==> src/rtl/decode_pipe.sv <==
// Pipelined decode stage: ID latch + ID/EX register, register file, immediates, branch target, load-use stall.
// Optional feature macro DECODE_BYPASS_EN: same-cycle writeback bypass onto the read ports.
module decode_pipe #(
  parameter int unsigned DATA_W = 16,
  parameter int unsigned NREG_W = 4
) (
  input  logic              clk,
  input  logic              rst,
  input  logic              in_valid,
  output logic              in_ready,
  input  logic [15:0]       instr,
  input  logic [DATA_W-1:0] pc,
  input  logic              imm_size,
  input  logic              reg_src,
  input  logic              branch_src,
  input  logic              flush,
  input  logic              wb_en,
  input  logic [NREG_W-1:0] wb_reg,
  input  logic [DATA_W-1:0] wb_data,
  input  logic              ex_load_valid,
  input  logic [NREG_W-1:0] ex_load_reg,
  output logic              out_valid,
  input  logic              out_ready,
  output logic [DATA_W-1:0] out_rdata1,
  output logic [DATA_W-1:0] out_rdata2,
  output logic [DATA_W-1:0] out_imm,
  output logic [DATA_W-1:0] out_pc_branch,
  output logic [DATA_W-1:0] out_pc,
  output logic [NREG_W-1:0] out_src1,
  output logic [NREG_W-1:0] out_src2
);

  localparam int unsigned NREG = 1 << NREG_W;

  logic [DATA_W-1:0] r_rf [NREG];

  logic              r_id_valid;
  logic [11:0]       r_id_instr;
  logic [DATA_W-1:0] r_id_pc;
  logic              r_id_imm_size;
  logic              r_id_reg_src;
  logic              r_id_branch_src;

  logic              r_out_valid;
  logic [DATA_W-1:0] r_out_rdata1;
  logic [DATA_W-1:0] r_out_rdata2;
  logic [DATA_W-1:0] r_out_imm;
  logic [DATA_W-1:0] r_out_pc_branch;
  logic [DATA_W-1:0] r_out_pc;
  logic [NREG_W-1:0] r_out_src1;
  logic [NREG_W-1:0] r_out_src2;

  logic [NREG_W-1:0] w_src1;
  logic [NREG_W-1:0] w_src2;
  logic [DATA_W-1:0] w_rd1;
  logic [DATA_W-1:0] w_rd2;
  logic [DATA_W-1:0] w_imm;
  logic [DATA_W-1:0] w_target;
  logic [DATA_W-1:0] w_pc_branch;
  logic              w_wb_hit1;
  logic              w_wb_hit2;
  logic              w_wb_haz;
  logic              w_load_haz;
  logic              w_hazard;
  logic              w_advance;
  logic              w_in_ready;
  logic              w_unused;

  // The top opcode nibble is consumed further downstream, not here.
  assign w_unused = ^instr[15:12];

  assign w_src1 = NREG_W'(r_id_instr[7:4]);
  assign w_src2 = r_id_reg_src ? NREG_W'(r_id_instr[11:8]) : NREG_W'(r_id_instr[3:0]);

  assign w_wb_hit1 = wb_en && (wb_reg != '0) && (wb_reg == w_src1);
  assign w_wb_hit2 = wb_en && (wb_reg != '0) && (wb_reg == w_src2);

  // Register reads; without bypass a same-cycle writeback match stalls instead.
  always_comb begin
    w_rd1    = '0;
    w_rd2    = '0;
    w_wb_haz = 1'b0;
    if (w_src1 != '0) w_rd1 = r_rf[w_src1];
    if (w_src2 != '0) w_rd2 = r_rf[w_src2];
`ifdef DECODE_BYPASS_EN
    if (w_wb_hit1) w_rd1 = wb_data;
    if (w_wb_hit2) w_rd2 = wb_data;
`else
    w_wb_haz = r_id_valid && (w_wb_hit1 || w_wb_hit2);
`endif
  end

  assign w_imm = r_id_imm_size ? {{(DATA_W-9){r_id_instr[8]}}, r_id_instr[8:0]}
                               : {{(DATA_W-4){r_id_instr[3]}}, r_id_instr[3:0]};
  assign w_target    = r_id_pc + (w_imm << 1);
  assign w_pc_branch = r_id_branch_src ? w_rd1 : w_target;

  assign w_load_haz = r_id_valid && ex_load_valid && (ex_load_reg != '0) &&
                      ((ex_load_reg == w_src1) || (ex_load_reg == w_src2));
  assign w_hazard   = w_load_haz || w_wb_haz;
  assign w_advance  = r_id_valid && !w_hazard && (!r_out_valid || out_ready);
  assign w_in_ready = !flush && (!r_id_valid || w_advance);

  always_ff @(posedge clk) begin
    if (!rst) begin
      for (int unsigned i = 0; i < NREG; i++) r_rf[i] <= '0;
    end else if (wb_en && (wb_reg != '0)) begin
      r_rf[wb_reg] <= wb_data;
    end
  end

  // ID latch: holds through hazards, clears on flush or when its contents advance.
  always_ff @(posedge clk) begin
    if (!rst) begin
      r_id_valid      <= 1'b0;
      r_id_instr      <= '0;
      r_id_pc         <= '0;
      r_id_imm_size   <= 1'b0;
      r_id_reg_src    <= 1'b0;
      r_id_branch_src <= 1'b0;
    end else if (flush) begin
      r_id_valid <= 1'b0;
    end else if (in_valid && w_in_ready) begin
      r_id_valid      <= 1'b1;
      r_id_instr      <= instr[11:0];
      r_id_pc         <= pc;
      r_id_imm_size   <= imm_size;
      r_id_reg_src    <= reg_src;
      r_id_branch_src <= branch_src;
    end else if (w_advance) begin
      r_id_valid <= 1'b0;
    end
  end

  // ID/EX register: loads on advance, inserts a bubble when free, holds under backpressure.
  always_ff @(posedge clk) begin
    if (!rst) begin
      r_out_valid     <= 1'b0;
      r_out_rdata1    <= '0;
      r_out_rdata2    <= '0;
      r_out_imm       <= '0;
      r_out_pc_branch <= '0;
      r_out_pc        <= '0;
      r_out_src1      <= '0;
      r_out_src2      <= '0;
    end else if (flush) begin
      r_out_valid <= 1'b0;
    end else if (w_advance) begin
      r_out_valid     <= 1'b1;
      r_out_rdata1    <= w_rd1;
      r_out_rdata2    <= w_rd2;
      r_out_imm       <= w_imm;
      r_out_pc_branch <= w_pc_branch;
      r_out_pc        <= r_id_pc;
      r_out_src1      <= w_src1;
      r_out_src2      <= w_src2;
    end else if (!r_out_valid || out_ready) begin
      r_out_valid <= 1'b0;
    end
  end

  assign in_ready      = w_in_ready;
  assign out_valid     = r_out_valid;
  assign out_rdata1    = r_out_rdata1;
  assign out_rdata2    = r_out_rdata2;
  assign out_imm       = r_out_imm;
  assign out_pc_branch = r_out_pc_branch;
  assign out_pc        = r_out_pc;
  assign out_src1      = r_out_src1;
  assign out_src2      = r_out_src2;

endmodule

==> config.mk <==
export PLATFORM = sky130hd
export DESIGN_NAME = decode_pipe
export DESIGN_NICKNAME = d
export VERILOG_FILES = /design/src/rtl/decode_pipe.sv
export SDC_FILE = /design/constraint.sdc
export NUM_CORES = 1
export LEC_CHECK = 0
export ABC_AREA = 1
export BUFFER_PORTS_ARGS = -buffer_cell sky130_fd_sc_hd__buf_2
export CAP_MARGIN = 20
export CORE_MARGIN = 2
export CORE_UTILIZATION = 40
export CTS_BUF_LIST = sky130_fd_sc_hd__clkbuf_4
export DETAILED_ROUTE_END_ITERATION = 10
export GPL_TIMING_DRIVEN = 0
export PLACE_DENSITY = 0.65
export SLEW_MARGIN = 40
export SYNTH_ARGS = -nofsm -noshare
export SYNTH_HDL_FRONTEND = slang
export SYNTH_SLANG_ARGS = --single-unit
==> constraint.sdc <==
create_clock -name clk -period 7.1 [get_ports clk]
set_input_delay 0.355 -clock clk [delete_from_list [all_inputs] [get_ports clk]]
set_output_delay 0.355 -clock clk [all_outputs]
set_load 0.02 [all_outputs]
# After elaboration in Yosys (flattened, before gate mapping)
# Memories as Yosys holds them, arrays and structs flattened. A register that Yosys moved wholly into a read port is not among the register bits.
# Cells that the tools add are included.
[totals]
regBits = 121
latchBits = 0
mem_bits_rw = 256
mem_bits_ro = 0
in_bits = 66
output_inout_bits = 90
elab_cells = 70
mem_count = 1
[mem_list]
columns = ["memory", "depth", "width", "rd", "rd_clocked_by_memory_dff", "write_ports", "line_no", "text"]
rows = [
  ["r_rf", 16, 16, 2, 1, 16, "35", "logic [DATA_W-1:0] r_rf [NREG];"],
]
[classes]
add_sub_neg = 1
n_mul = 0
div = 0
order_cmp = 0
eq_ne = 4
shift = 0
muxes = 18
bitwise = 2
reduce_logical = 30
[op_table]
columns = ["cell", "n"]
rows = [
  ["$mux W16", 5],
  ["$add A16 B16 Y16", 1],
  ["$eq A4 B4 Y1", 4],
  ["$mux W4", 4],
  ["$reduce_bool A4 Y1", 4],
  ["$reduce_or A16 Y1", 1],
  ["$logic_and A1 B1 Y1", 11],
  ["$mux W1", 9],
  ["$logic_or A1 B1 Y1", 5],
  ["$logic_not A1 Y1", 4],
  ["$reduce_and A2 Y1", 2],
  ["$reduce_bool A2 Y1", 2],
  ["$not A1 Y1", 2],
  ["$reduce_or A2 Y1", 1],
]

# Logic depth before layout (Yosys ltp)
# Gate-level depths: netlist of the first run.
[depth]
depth_word = 15
depth_mapped = 19
depth_no_buf = 17

# Worst setup path before layout of the first run
# OpenSTA, ideal clock, no wires.
[synth_timing]
kind = "register to register"
start = "register r_id_imm_size"
end = "register r_out_pc_branch[14] (netlist: out_pc_branch[14])"
setup_time_ns = 0.164
arrival_time_ns = 2.108
required_time_ns = 6.936
path_slack_ns = 4.828
stages_incl_launch_ff = 15
path_buffers = 0
synth_period_minus_slack_ns = 2.272
path_cell_list = "dfxtp_1 -> inv_1 -> o21ai_0 -> ha_1 -> nand2_1 -> nand2_1 -> o21bai_1 -> inv_1 -> nor2_1 -> nor2_1 -> nand3_1 -> nand3_1 -> nand2_1 -> nand2_1 -> a21oi_1"
[synth_between]
elab_chain_cells = 3
[synth_lines]
columns = ["item", "line_no", "text"]
rows = [
  ["from (decl)", "40", "logic r_id_imm_size;"],
  ["from (signal assigned)", "127", "r_id_imm_size <= imm_size;"],
  ["$mux W16", "93", "assign w_imm = r_id_imm_size ? {{(DATA_W-9){r_id_instr[8]}}, r_id_instr[8:0]}"],
  ["via w_imm[10]", "57", "logic [DATA_W-1:0] w_imm;"],
  ["$add A16 B16 Y16", "95", "assign w_target = r_id_pc + (w_imm << 1);"],
  ["$mux W16", "96", "assign w_pc_branch = r_id_branch_src ? w_rd1 : w_target;"],
  ["to (signal assigned)", "153", "r_out_pc_branch <= w_pc_branch;"],
  ["to (decl)", "48", "logic [DATA_W-1:0] r_out_pc_branch;"],
]
# The timed path passes the listed nets, and every way through them passes these cells.
# A chain may end at the register's enable or synchronous reset.

==> results of run 1 <==
## synth_stat cells (all sizes together)
master | instances | share of area [%]
nand2 | 389 | 7.6
nand4 | 38 | 1.2
ha | 14 | 0.90
a31oi | 2 | 0.064
a21oi | 183 | 4.7
o2111ai | 15 | 0.67
nor2 | 403 | 7.9
buf | 74 | 2.2
a41oi | 1 | 0.045
nand2b | 1 | 0.032
fa | 1 | 0.10
o221ai | 10 | 0.45
inv | 258 | 5.0
nor4 | 1 | 0.032
xor2 | 5 | 0.22
dfxtp | 118 | 12
a21o | 2 | 0.077
conb | 1 | 0.019
o211ai | 97 | 3.7
a21boi | 3 | 0.12
clkbuf | 108 | 2.1
o21bai | 2 | 0.077
or2 | 1 | 0.032
nand3 | 184 | 4.8
o21ai | 227 | 5.8
clkinv | 2 | 0.039
edfxtp | 256 | 39
xnor2 | 9 | 0.40
nor3 | 7 | 0.18
## timing repair
action,CTS,global route
buffers inserted,0,0
hold buffers,55,0
endpoints found under the hold margin,129,0
## cell families after synthesis
| logic type | after synthesis |
|---|---|
| buffers and inverters | 442 |
| xor gates and xnor gates | 14 |
| and+or+nand+nor | 1024 |
| DFF | 374 |
| adders and majority gates | 15 |
| AOI/OAI and AO/OA | 542 |
| other | 1 |
## per-layer routing
metal  vias to the layer above  wire [um]
li1                       8845          -
met1                      9534      37000
met2                      1552      40200
met3                       312      12200
met4                         0       5650
met5                         -          0
## power by group through the flow
| stage | Sequential [mW] | Clock (mW) | Combinational [mW] |
|---|---|---|---|
| 3_3_place_gp | 2.56 | 0 | 1.02 |
| 4_1_cts | 2.52 | 2.03 | 1.05 |
| 6_report | 2.52 | 2.01 | 1.12 |
| 5_1_grt | 2.53 | 2.13 | 1.15 |
| 3_5_place_dp | 2.56 | 0 | 1.02 |
| 2_1_floorplan | 2.54 | 0 | 0.549 |
## registers in the layout, indices dropped and copies added (netlist names), 9 cells and up, named ones only
name / cells
r_id_pc: 16
out_pc: 16
out_rdata1: 16
r_rf: 256
out_imm: 9
r_id_instr: 12
out_pc_branch: 16
out_rdata2: 16
## layout make-up
class	count	area, sq um	area share, %
antenna	2	5.00	0.0217
buffer	182	877	3.80
clock buffer	157	1180	5.11
clock inverter	29	149	0.646
inverter	260	978	4.24
multi-input combinational	1611	7730	33.5
sequential	374	10000	43.6
tap	615	769	3.34
timing repair buffer	208	1320	5.73
## worst max-delay path: cells and delay by family, from the launching register on
kind	cells	cell delay [ps]
and+or+nand+nor	13	1180
DFF	1	330
buffers and inverters	6	1650
## worst max path at each step
stage / to / cells after the start / slack, ps / from
6_report: register / 19 / 3890 / r_id_reg_src
5_1_grt: register / 19 / 3720 / r_id_reg_src
4_1_cts: in_ready / 15 / 3950 / r_id_reg_src
3_5_place_dp: r_rf[1][12] / 10 / 3360 / wb_reg[1]
3_3_place_gp: r_rf[1][3] / 10 / 2930 / wb_reg[1]
2_1_floorplan: out_pc_branch[14] / 14 / 4830 / r_id_imm_size
==> impl_metrics.py, run 1 <==
metrics = {
    "global_route": {
        "gr-total-overflow": 0,
        "antenna_found_initial": 3,
        "grt_pass1_vias": 18945,
        "grt_max_degree": 26,
        "grt_use_met2_pct": 55.2,
        "use_met1_pct": 48.5,
        "grtUsageMet3_pct": 10.9,
        "grt_pass1_wl_um": 133000,
        "grt.busiest_layer": "met2",
        "grtUsageTotal_pct": 37.2,
    },
    "die": {
        "rows": 80,
        "pin_count": 156,
        "die_width_um": 225,
        "fp.dieH_um": 225,
        "die_area_sq_um": 50500,
        "core_region_area_sq_um": 47900,
        "initial_core_util_pct": 40.7,
    },
    "pwr": {
        "powerDensity_nw_per_um2": 245,
        "pwr-share-seq_pct": 44.6,
        "ir_drop_mv": 0.120,
        "total_power_mw": 5.65,
        "p_sw_mw": 1.90,
        "clkPwrFrac_pct": 35.6,
        "swShare_pct": 33.5,
        "p_leak_nw": 10.0,
        "power.internal_mw": 3.76,
        "comb_power_share_pct": 19.7,
    },
    "route": {
        "vias": 20243,
        "via_per_inst": 5.89,
        "drc_errors": 0,
        "drt_iter0_markers": 3132,
        "wl_per_cell_um": 27.7,
        "antenna_left": 0,
        "routed_wl_um": 95100,
        "drt_first_pass_iters": 7,
    },
    "setup_path": {
        "worstPathMaxFanout": 10,
        "end_kind": "register",
        "crit_slowest_cell": "dlygate4sd3_1",
        "worstSetupPathType": "register to register",
        "arrival_ps": 4060,
        "reg2reg_from": "r_id_reg_src",
        "cpMostUsedCell": "nand2_1",
        "worstPathCellList": "buf_6, inv_4, nand2_2, nand2_4, inv_2, nand2_1, nand2_1, nand2_1, inv_1, nand2_1, nand2_1, nand2_2, nand3_4, nand2_2, nand4_1, dlygate4sd3_1, nand2_1, nor2_1, dlygate4sd3_1",
        "crit_path_max_incr_delay_ps": 550,
        "required_ps": 7940,
        "worstSetupStartpointType": "register",
        "r2r_cells": 19,
        "ff2ff_setup_slack_ps": 3890,
    },
    "flow_run": {
        "cap_violations": 0,
    },
    "place": {
        "dpl.hpwl_um": 67700,
        "place_ws_ps": 3360,
        "gp_congestion": 1.02,
        "place_inst": 3195,
        "placed_area_sq_um": 21200,
        "portBuffers": 151,
    },
    "yosys": {
        "synth.area.mux_share_pct": 0,
        "post_synth.cell_area_avg_sq_um": 8.08,
        "yosys.area_share.simple_pct": 21.8,
        "synth_compound_area_share_pct": 15.8,
        "syn_area_sq_um": 19500,
        "synth_top_family_by_area": "simple AND/OR/NAND/NOR gates",
        "ys_types": 42,
        "synth_fa_ha_area_share_pct": 1.00,
        "synth_cells": 2412,
        "yosys_warnings": 0,
        "yosysSeqAreaShare_pct": 51.5,
        "synthXorXnorAreaFrac_pct": 0.629,
        "ys_seq_elements": 374,
    },
    "run_status": {
        "status": "finished clean",
    },
    "final_layout": {
        "drive_gt1_share_pct": 15.8,
        "final_common_cell": "nor2_1",
        "area_growth_pct": 18.2,
        "nNetsFinal": 2821,
        "fillCellCount": 4762,
        "post-route-util_pct": 48.1,
        "fin_area_sq_um": 23100,
        "fin_cells": 3438,
        "mostFrequentLayoutCells": "nor2_1, nand2_1, edfxtp_1, inv_1, o21ai_0",
    },
    "worst_hold_path": {
        "min_to": "r_rf[14][15]",
        "worstHoldPathType": "input pin to register",
        "hold_start": "wb_reg[2]",
        "hold_path_depth": 5,
    },
    "clock_network": {
        "ctsRootBufferMaster": "clkbuf_4",
        "h-tree-depth": 3,
        "cts_tree": "built",
        "clk_path_buf_depth": 3,
        "numCtsBuffers": 103,
        "cts_resized": 0,
        "clkLatencyLatePin_ps": 920,
        "path_clk_slew_ps": 70,
        "cts_sinks": 374,
    },
    "timing": {
        "finClkSkew_ps": 76.1,
        "period_needed_ps": 3210,
        "rsz0062_at_grt": "no",
        "slew_violations": 0,
        "setup_viol": 0,
        "fin_setup_tns_ps": 0,
        "worst_pin_slew_ps": 999,
        "fmax_mhz": 311,
        "period_share_pct": 45.3,
        "timing.hold.ws_ps": 293,
        "hold_violations": 0,
        "final.setup.worst_slack_ps": 3890,
        "slew_headroom_pct": 33.4,
    },
}
No activity file was read; power rests on OpenSTA's default activity.
==> run 2, diff against run 1 <==
--- a/config.mk
+++ b/config.mk
@@ -5,7 +5,7 @@
 export SDC_FILE = /design/constraint.sdc
 export NUM_CORES = 1
 export LEC_CHECK = 0
-export ABC_AREA = 1
+export ABC_AREA = 0
 export BUFFER_PORTS_ARGS = -buffer_cell sky130_fd_sc_hd__buf_2
 export CAP_MARGIN = 20
 export CORE_MARGIN = 2
@@ -13,7 +13,7 @@
 export CTS_BUF_LIST = sky130_fd_sc_hd__clkbuf_4
 export DETAILED_ROUTE_END_ITERATION = 10
 export GPL_TIMING_DRIVEN = 0
-export PLACE_DENSITY = 0.65
+export PLACE_DENSITY = 0.67
 export SLEW_MARGIN = 40
 export SYNTH_ARGS = -nofsm -noshare
 export SYNTH_HDL_FRONTEND = slang
==> constraint.sdc (replaced) <==
create_clock -name clk -period 2.8 [get_ports clk]
set_input_delay 0.14 -clock clk [delete_from_list [all_inputs] [get_ports clk]]
set_output_delay 0.14 -clock clk [all_outputs]
set_load 0.02 [all_outputs]
==> run 2 against run 1 <==
Compared with the run above:
- the run now ends with negative setup slack left
- non-clock buffer count decreased by 37
- register-to-register slack got worse by 3800 ps
- worst hold slack got worse by 140 ps
- area after synthesis decreased by 1.3%
- flip-flop and latch count unchanged
- sequential power increased to 2.5 times the previous value
- clock power increased by 130%
- largest cell class unchanged
- largest power group unchanged
- highest routed layer unchanged
==> impl_metrics.py, run 2 <==
metrics = {
    "pwr": {
        "swShare_pct": 27.8,
        "p_sw_mw": 3.55,
        "p_leak_nw": 8.72,
        "comb_power_share_pct": 14.3,
        "clkPwrFrac_pct": 35.8,
        "powerDensity_nw_per_um2": 552,
        "pwr-share-seq_pct": 49.9,
        "power.internal_mw": 9.20,
        "ir_drop_mv": 0.246,
    },
    "setup_path": {
        "worstSetupStartpointType": "register",
        "crit_path_max_incr_delay_ps": 400,
        "r2r_cells": 8,
        "end_kind": "output pin",
        "crit_family": "compound AO/OA/AOI/OAI gates",
        "worstSetupPathType": "register to output pin",
        "worstPathCellList": "buf_12, mux2i_4, xnor2_2, o41ai_4, a221oi_2, nor2_1, nor2_1, buf_4",
        "required_ps": 2660,
        "cpMostUsedCell": "nor2_1",
        "ff2ff_setup_slack_ps": 70,
        "reg2reg_from": "r_id_reg_src",
        "path_buf_inv": 2,
        "arrival_ps": 2680,
        "worstPathMaxFanout": 8,
        "r2r_end": "out_rdata2[13]",
        "crit_slowest_cell": "a221oi_2",
    },
    "yosys": {
        "synthArstFlopShare_pct": 0,
        "yosysTopAreaCellShare_pct": 39.9,
        "syn_area_sq_um": 19200,
        "ys_seq_elements": 374,
        "ys_types": 63,
        "synth_cells": 1562,
        "yosys_warnings": 0,
        "synthTopCellsByCount": "edfxtp_1, and2_1, nand2_1, dfxtp_1, mux4_2",
        "synth_edf_count": 256,
        "synth.most_common_cell": "edfxtp_1",
        "post_synth.cell_area_avg_sq_um": 12.3,
        "yosys.area.top_type": "edfxtp_1",
        "yosysSeqAreaShare_pct": 52.2,
        "synth_area_leaders": "edfxtp_1, mux4_2, dfxtp_1",
        "ys.flop_type": "edfxtp_1",
    },
    "final_layout": {
        "fillCellCount": 4236,
        "area_growth_pct": 19.9,
        "final_common_cell": "edfxtp_1",
        "top_register": "r_rf",
        "mostFrequentLayoutCells": "edfxtp_1, and2_1, nand2_1, buf_2, clkbuf_4",
        "seq_area_sq_um": 10100,
        "drive_gt1_share_pct": 28.1,
        "nNetsFinal": 1973,
        "multi_input_area_sq_um": 8900,
        "largest_reg_flops": 256,
    },
    "global_route": {
        "grt_max_degree": 17,
        "gr-total-overflow": 0,
        "antenna_found_initial": 3,
        "grt_pass1_vias": 15113,
        "grtUsageTotal_pct": 25.8,
        "grt_pass1_wl_um": 94900,
    },
    "clock_network": {
        "numCtsBuffers": 96,
        "clkLatencyLatePin_ps": 820,
        "cts_sinks": 374,
        "ctsRootBufferMaster": "clkbuf_4",
        "clk_path_buf_depth": 3,
        "path_clk_slew_ps": 60,
        "h-tree-depth": 3,
        "cts_tree": "built",
    },
    "timing": {
        "period_share_pct": 101,
        "setup_viol": 1,
        "finClkSkew_ps": 40.8,
        "slew_violations": 0,
        "slew_headroom_pct": 41.4,
        "final.setup.worst_slack_ps": -23.8,
        "worst_pin_slew_ps": 872,
        "hold_violations": 0,
        "rsz0062_at_grt": "yes",
        "fmax_mhz": 354,
        "period_needed_ps": 2820,
        "timing.hold.ws_ps": 149,
    },
    "route": {
        "routed_wl_um": 64400,
        "drc_errors": 0,
        "drt_first_pass_iters": 8,
        "antenna_left": 0,
        "drt_iter0_markers": 1749,
        "via_per_inst": 5.80,
        "wl_per_cell_um": 25.0,
        "vias": 14945,
    },
    "die": {
        "fp.dieH_um": 223,
        "die_area_sq_um": 49900,
        "die_width_um": 223,
        "initial_core_util_pct": 40.4,
        "core_region_area_sq_um": 47600,
        "rows": 80,
        "pin_count": 156,
    },
    "run_status": {
        "violations": "negative setup slack",
        "status": "finished, violations left",
    },
    "worst_hold_path": {
        "min_to": "r_id_pc[9]",
        "hold_start": "pc[9]",
        "worstHoldPathType": "input pin to register",
        "hold_path_depth": 4,
    },
    "place": {
        "gp_congestion": 0.941,
        "dpl.hpwl_um": 47200,
        "portBuffers": 147,
        "place_ws_ps": -768,
    },
    "flow_run": {
        "cap_violations": 0,
    },
}
## run 2: cell types whose count changed in the layout (fill, tap and decap cells not counted), sizes merged, moves of 86 or more
| cell | before | now |
|---|---|---|
| nor2 | 403 | 29 |
| a21oi | 183 | 65 |
| nand3 | 184 | 37 |
| o211ai | 97 | 11 |
| inv | 258 | 12 |
| o21ai | 227 | 48 |
| and2 | 0 | 243 |
| mux2i | 0 | 105 |
| nand2 | 389 | 190 |
| mux4 | 0 | 115 |
## run 2: how the worst max path moves through the flow
stage	endpoint	startpoint	cells after the start	slack (ps)
global route	in_ready	r_id_reg_src	8	-90
detailed placement	out_pc_branch[15]	r_id_imm_size	11	-770
CTS	in_ready	r_id_reg_src	9	-60
global placement	r_rf[15][7]	rst	4	-980
floorplan	out_pc_branch[15]	r_id_imm_size	11	50
finish	in_ready	r_id_reg_src	8	-20
## run 2: through the flow
step | total power [mW] | instance area (sq um) | std cells | utilization, % | setup TNS (ps)
floorplan | 7.46 | 19300 | 1577 | - | 0
global placement | 8.06 | 20800 | 2339 | 43.7 | -155030
detailed placement | 8.14 | 21100 | 2349 | 44.3 | -21930
CTS | 12.7 | 23000 | 2572 | 48.2 | -58.1
global route | 13.2 | 23100 | 2576 | 48.5 | -87.6
finish | 12.7 | 23100 | 2576 | 48.5 | -23.8
## run 2: power by group through the flow
stage | logic (mW) | registers (mW) | clock network, mW
detailed placement | 1.67 | 6.46 | 0
global placement | 1.61 | 6.46 | 0
global route | 1.92 | 6.38 | 4.89
finish | 1.83 | 6.36 | 4.56
floorplan | 1.05 | 6.41 | 0
CTS | 1.77 | 6.35 | 4.59
## run 2: worst reg2reg max path: stages (launching register included)
cell,delay (ps)
dfxtp_2,340
buf_12,140
mux2i_4,360
clkbuf_1,620
clkbuf_2,480
nand2_1,130
nand3_1,200
nand4_1,200
a21oi_1,190
## run 2: kinds of logic (layout without fill, tap and decap cells)
kind of cell    Yosys count  in the layout  synth area share, %
fa+ha+maj                15             15                 1.01
xor+xnor                 22             22                 1.04
flops                   374            374                 52.2
compound gates          219            219                 7.62
simple gates            554            554                 14.9
mux                     232            232                 19.8
buf+inv                 145            526                 3.35
other cells               1             19               0.0195
## run 2: layer usage
metal	vias to the layer above	wire [um]	global-route usage [%]
met1	7346	24200	31.5
met2	933	30900	42.5
met5	-	0	0
met3	149	6810	7.16
li1	6517	-	-
met4	0	2410	12.2
## run 2: timing repair
action	in CTS	in global routing
gates cloned	0	0
setup buffers	10	3
gates resized for setup	42	26
hold buffers	53	0
endpoints found under the setup margin	61	63
pin swaps	5	4
hold endpoints to repair	139	0
## run 2: cell type report
type	instances	area share (%)
antenna	3	0.0325
buffer	130	2.87
clock buffer	140	4.55
clock inverter	24	0.434
inverter	9	0.146
multi-input combinational	1058	38.5
sequential	374	43.6
tap	615	3.33
timing repair buffer	223	6.55
